===== src/rtl/sync_fifo_param_if.sv =====
// Handshake/data bundle between a FIFO producer/consumer and sync_fifo_param.
interface sync_fifo_param_if #(
  parameter int DATA_WIDTH = 8,
  parameter int ADDR_WIDTH = 3
);
  logic                  push;
  logic                  pop;
  logic                  err_clear;
  logic [DATA_WIDTH-1:0] din;
  logic [DATA_WIDTH-1:0] dout;
  logic                  full;
  logic                  empty;
  logic                  almost_full;
  logic                  almost_empty;
  logic [ADDR_WIDTH:0]   count;
  logic                  overflow;
  logic                  underflow;

  // User side: drives push/pop/data, observes status.
  modport master (
    output push, pop, err_clear, din,
    input  dout, full, empty, almost_full, almost_empty, count, overflow, underflow
  );

  // FIFO side.
  modport slave (
    input  push, pop, err_clear, din,
    output dout, full, empty, almost_full, almost_empty, count, overflow, underflow
  );
endinterface


===== src/rtl/sync_fifo_param.sv =====
// Parametrised synchronous FIFO with first-word-fall-through read port,
// occupancy count, almost-full/empty flags and sticky misuse flags.
module sync_fifo_param #(
  parameter int DATA_WIDTH   = 8,
  parameter int ADDR_WIDTH   = 3,
  parameter int AFULL_LEVEL  = 6,
  parameter int AEMPTY_LEVEL = 1
) (
  input  logic              clk,
  input  logic              reset,
  sync_fifo_param_if.slave  f
);
  localparam int DEPTH = 1 << ADDR_WIDTH;
  localparam logic [ADDR_WIDTH:0] PTR_ONE    = (ADDR_WIDTH+1)'(1);
  localparam logic [ADDR_WIDTH:0] AFULL_CNT  = (ADDR_WIDTH+1)'(AFULL_LEVEL);
  localparam logic [ADDR_WIDTH:0] AEMPTY_CNT = (ADDR_WIDTH+1)'(AEMPTY_LEVEL);

  // Storage is deliberately not reset; dout of an empty FIFO is stale data.
  logic [DATA_WIDTH-1:0] mem_reg [DEPTH];

  logic [ADDR_WIDTH:0]   wr_ptr_reg, wr_ptr_next;
  logic [ADDR_WIDTH:0]   rd_ptr_reg, rd_ptr_next;
  logic                  overflow_reg, overflow_next;
  logic                  underflow_reg, underflow_next;
  logic [ADDR_WIDTH:0]   count_w;
  logic                  full_w, empty_w;
  logic                  push_ok, pop_ok;
  logic [DEPTH-1:0]      wr_en;
  logic [ADDR_WIDTH-1:0] wr_idx, rd_idx;

  assign wr_idx  = wr_ptr_reg[ADDR_WIDTH-1:0];
  assign rd_idx  = rd_ptr_reg[ADDR_WIDTH-1:0];

  // Status is a pure decode of the pointers, so it only moves after an edge.
  assign count_w = wr_ptr_reg - rd_ptr_reg;
  assign empty_w = (wr_ptr_reg == rd_ptr_reg);
  assign full_w  = (wr_idx == rd_idx) && (wr_ptr_reg[ADDR_WIDTH] != rd_ptr_reg[ADDR_WIDTH]);

  // A pop frees the head slot, so a push into a full FIFO is fine when paired with one.
  assign pop_ok  = f.pop && !empty_w;
  assign push_ok = f.push && (!full_w || pop_ok);

  // One write strobe per storage entry; reset blocks the write along with everything else.
  for (genvar gi = 0; gi < DEPTH; gi++) begin : g_wr_en
    assign wr_en[gi] = push_ok && !reset && (wr_idx == ADDR_WIDTH'(gi));
  end

  // Storage write: only the addressed entry captures din.
  always_ff @(posedge clk) begin
    for (int i = 0; i < DEPTH; i++) begin
      if (wr_en[i]) mem_reg[i] <= f.din;
    end
  end

  // Next pointers and sticky flags; a fresh rejection overrides err_clear.
  always_comb begin
    wr_ptr_next    = wr_ptr_reg;
    rd_ptr_next    = rd_ptr_reg;
    overflow_next  = overflow_reg;
    underflow_next = underflow_reg;
    if (push_ok) wr_ptr_next = wr_ptr_reg + PTR_ONE;
    if (pop_ok)  rd_ptr_next = rd_ptr_reg + PTR_ONE;
    if (f.err_clear) begin
      overflow_next  = 1'b0;
      underflow_next = 1'b0;
    end
    if (f.push && !push_ok) overflow_next  = 1'b1;
    if (f.pop  && !pop_ok)  underflow_next = 1'b1;
  end

  // State register with synchronous reset dominating all inputs.
  always_ff @(posedge clk) begin
    if (reset) begin
      wr_ptr_reg    <= '0;
      rd_ptr_reg    <= '0;
      overflow_reg  <= 1'b0;
      underflow_reg <= 1'b0;
    end else begin
      wr_ptr_reg    <= wr_ptr_next;
      rd_ptr_reg    <= rd_ptr_next;
      overflow_reg  <= overflow_next;
      underflow_reg <= underflow_next;
    end
  end

  assign f.dout         = mem_reg[rd_idx];
  assign f.count        = count_w;
  assign f.full         = full_w;
  assign f.empty        = empty_w;
  assign f.almost_full  = (count_w >= AFULL_CNT);
  assign f.almost_empty = (count_w <= AEMPTY_CNT);
  assign f.overflow     = overflow_reg;
  assign f.underflow    = underflow_reg;
endmodule


===== src/flat_wrapper.sv =====
// flat-port wrapper written by rule: the top's interface ports become plain ports
module sync_fifo_param_flat 
#(
  parameter int DATA_WIDTH   = 8,
  parameter int ADDR_WIDTH   = 3,
  parameter int AFULL_LEVEL  = 6,
  parameter int AEMPTY_LEVEL = 1
)
  (clk, reset, f_push, f_pop, f_err_clear, f_din, f_dout, f_full, f_empty, f_almost_full, f_almost_empty, f_count, f_overflow, f_underflow);
  sync_fifo_param_if #(.DATA_WIDTH(DATA_WIDTH), .ADDR_WIDTH(ADDR_WIDTH)) f_i ();
  input  logic clk;
  input  logic reset;
  input wire logic [$bits(f_i.push)-1:0] f_push;
  input wire logic [$bits(f_i.pop)-1:0] f_pop;
  input wire logic [$bits(f_i.err_clear)-1:0] f_err_clear;
  input wire logic [$bits(f_i.din)-1:0] f_din;
  output wire logic [$bits(f_i.dout)-1:0] f_dout;
  output wire logic [$bits(f_i.full)-1:0] f_full;
  output wire logic [$bits(f_i.empty)-1:0] f_empty;
  output wire logic [$bits(f_i.almost_full)-1:0] f_almost_full;
  output wire logic [$bits(f_i.almost_empty)-1:0] f_almost_empty;
  output wire logic [$bits(f_i.count)-1:0] f_count;
  output wire logic [$bits(f_i.overflow)-1:0] f_overflow;
  output wire logic [$bits(f_i.underflow)-1:0] f_underflow;
  assign f_i.push = f_push;
  assign f_i.pop = f_pop;
  assign f_i.err_clear = f_err_clear;
  assign f_i.din = f_din;
  assign f_dout = f_i.dout;
  assign f_full = f_i.full;
  assign f_empty = f_i.empty;
  assign f_almost_full = f_i.almost_full;
  assign f_almost_empty = f_i.almost_empty;
  assign f_count = f_i.count;
  assign f_overflow = f_i.overflow;
  assign f_underflow = f_i.underflow;
  sync_fifo_param #(.DATA_WIDTH(DATA_WIDTH), .ADDR_WIDTH(ADDR_WIDTH), .AFULL_LEVEL(AFULL_LEVEL), .AEMPTY_LEVEL(AEMPTY_LEVEL)) u_core (.clk(clk), .reset(reset), .f(f_i));
endmodule

===== config.mk =====
export PLATFORM = sky130hd
export DESIGN_NAME = sync_fifo_param_flat
export DESIGN_NICKNAME = d
export VERILOG_FILES = /design/src/rtl/sync_fifo_param_if.sv /design/src/rtl/sync_fifo_param.sv /design/src/flat_wrapper.sv
export SDC_FILE = /design/constraint.sdc
export NUM_CORES = 1
export LEC_CHECK = 0
export ABC_AREA = 0
export CAP_MARGIN = 20
export CORE_ASPECT_RATIO = 1.25
export CORE_MARGIN = 4
export CORE_UTILIZATION = 55
export CTS_BUF_LIST = sky130_fd_sc_hd__clkbuf_4 sky130_fd_sc_hd__clkbuf_8
export CTS_CLUSTER_SIZE = 14
export DETAILED_ROUTE_END_ITERATION = 10
export PLACE_DENSITY_LB_ADDON = 0.08
export SKIP_CTS_REPAIR_TIMING = 1
export SKIP_LAST_GASP = 1
export SYNTH_ARGS = -nofsm -noshare
export SYNTH_HDL_FRONTEND = slang
export SYNTH_SLANG_ARGS = --single-unit

===== constraint.sdc =====
create_clock -name clk -period 4.85 [get_ports clk]
set_clock_uncertainty 0.2 [all_clocks]
set_input_delay 1.455 -clock clk [delete_from_list [all_inputs] [get_ports clk]]
set_output_delay 1.455 -clock clk [all_outputs]
set_load 0.02 [all_outputs]

==> metrics.yaml <==
worst_hold_path:
  hp-class: "reg -> reg"
pwr:
  total_power_mw: 1.58
  power_density_mw_per_mm2: 404
  leakage_nw: 1.40
  vdd_drop_max_uv: 261
logic_synthesis:
  syn-num-nets: 215
  ys.flop_type: "edfxtp_1"
  yosys-top-cells-count: "64 x edfxtp_1, 15 x mux4_1, 13 x dfxtp_1, 13 x mux2_2, 12 x nor2_1"
  yosysSeqAreaShare: 0.655
  ys_ff_latch: 77
  yosys.area.top_type: "edfxtp_1"
  synth_cells: 191
  synthArstFlopShare: 0
  synth_edf_count: 64
  yosys.area.top_type_share: 0.577
  ys_top_cells_by_area: "edfxtp_1 58%, mux4_1 12%, dfxtp_1 7.8%, mux2_2 4.4%, ha_1 3.8%"
  synth_cell_types: 37
  syn_avg_cell_area_um2: 17.4
  synthesis.area_mm2: 0.00333
  ys.warnings.count: 0
  synth.most_common_cell: "edfxtp_1"
critical_path:
  cp_top_family: "buffers and inverters"
  worstPathRequired_ns: 3.19
  path_cells: "inv_1, ha_1, fa_1, xnor2_1, nand2_1, o21ai_0, clkdlybuf4s50_1"
  path_buf_inv: 2
  path_class: "reg -> out"
  cp_max_fo: 5
  cp_slowest_cell: "clkdlybuf4s50_1"
  cp-start-kind: "register"
  cp_data_arrival_time_ns: 2.57
  slowest_delay_ns: 0.63
  cp-end-kind: "output port"
cells_and_area:
  largest_register_ffs: 64
  seqCellArea_mm2: 0.00218
  antenna_cells: 0
  area_growth_pct: 17.0
  multiInputGateArea_mm2: 0.00105
  final_nets: 250
  drive_gt1_frac: 0.147
  fillCellCount: 392
floorplanning:
  pin_count: 31
  die_h_um: 95.0
  start_util: 0.572
  fp.dieW_um: 77.6
  num_rows: 31
  core_area_mm2: 0.00582
  die_area_mm2: 0.00737
sta:
  period_minus_slack_ns: 4.22
  timing.fmax_mhz: 237
  worst_pin_slew_ns: 0.686
  hold_viol: 0
  slew_violations: 0
  rsz0062_at_grt: "no"
  fin_crit_sh: 0.871
  finalSetupViolCount: 0
  max_slew_margin: 0.542
  tns_ns: 0
cts:
  worstSkewPairLatency_ns: 0.34
  clock_path_buffers: 2
  cts_root_buffer: "clkbuf_8"
  cts_sinks: 77
  htree_levels: 3
  cts_tree: "built"
  numCtsBuffers: 9
  clkTransAtPathRegs_ns: 0.08
run_status:
  status: "finished clean"
grt:
  antenna_found_initial: 0
  grt_usage: 0.189
  grt_first_pass_wirelength_mm: 10.1
  grt_pass1_vias: 1956
  grt_start_max_net_pins: 17
  grt_overflow_total: 0
placement:
  place_congestion: 0.908
  dp_hpwl_mm: 4.22
  io_buffers: 30
detailed_routing:
  drt_first_pass_iters: 4
  wl_per_cell_um: 21.0
  ant_nets: 0
  vias: 1775
  dr.first_iter.drc_count: 132
  route.detailed.drc: 0
  wl_mm: 6.23
  drt-vias-per-instance: 5.98
flow_run:
  cap_violations: 0
where the power goes:
part | internal, mW | switching [mW]
clock network | 0.303 | 0.225
logic | 0.151 | 0.148
registers | 0.733 | 0.0163
total | 1.19 | 0.389
area by class of cell:
cell class,instances,area share
sequential,77,0.560
multi-input combinational,96,0.271
timing repair buffer,32,0.0810
clock buffer,10,0.0353
clock inverter,6,0.0218
tap,66,0.0212
inverter,10,0.00964
cell usage in the layout (no fill, tap or decap), drive strengths merged, types with 5 or more instances in the layout:
cell and count:
a21oi 6, and3 9, clkbuf 10, clkdlybuf4s50 30, dfxtp 13, edfxtp 64, ha 10, inv 11
mux2 14, mux4 16, nand2 5, nor2 12
through the flow:
stage | cell area (um^2) | cells | utilization | hold slack, ns | setup slack, ns
global placement | 3670 | 281 | 0.631 | 0.248 | 1.15
finish | 3890 | 297 | 0.669 | 0.279 | 0.628
floorplan | 3330 | 191 | - | 0.296 | 1.36
global route | 3890 | 297 | 0.669 | 0.300 | 0.467
CTS | 3890 | 297 | 0.669 | 0.283 | 0.606
detailed placement | 3670 | 281 | 0.631 | 0.264 | 0.991
tightest hold or removal path, delay by kind of cell (launching register included):
| family | cells | cell delay [ns] |
|---|---|---|
| compound gates | 1 | 0.06 |
| flops | 1 | 0.32 |
| simple gates | 1 | 0.06 |
path summary, 6_finish.rpt:
| check | end | slack, ns | cells past startpoint | startpoint |
|---|---|---|---|---|
| hold / removal | u_core.f.overflow | 0.28 | 2 | u_core.f.overflow |
| setup / recovery | f_almost_full | 0.63 | 7 | u_core.wr_ptr_reg[0] |
| setup reg to reg | u_core.mem_reg[5][5] | 2.40 | 5 | u_core.wr_ptr_reg[0] |
| hold reg to reg | u_core.f.overflow | 0.28 | 2 | u_core.f.overflow |
layer usage:
layer / GRT usage / part of all wire / vias to the layer above
met5: 0 / 0 / -
met4: 0.0950 / 0.021 / 0
met3: 0.0496 / 0.039 / 13
met2: 0.341 / 0.56 / 53
met1: 0.204 / 0.38 / 880
li1: - / - / 829
kinds of logic (layout without fill, tap and decap cells):
group / count (synthesis) / in the layout / synth area share
simple gates: 35 / 35 / 0.0530
mux: 31 / 31 / 0.177
flops: 77 / 77 / 0.655
compound gates: 16 / 16 / 0.0335
xor+xnor: 3 / 3 / 0.0101
fa+ha+maj: 11 / 11 / 0.0436
buf+inv: 18 / 58 / 0.0278
No activity file was read; power rests on OpenSTA's default activity.
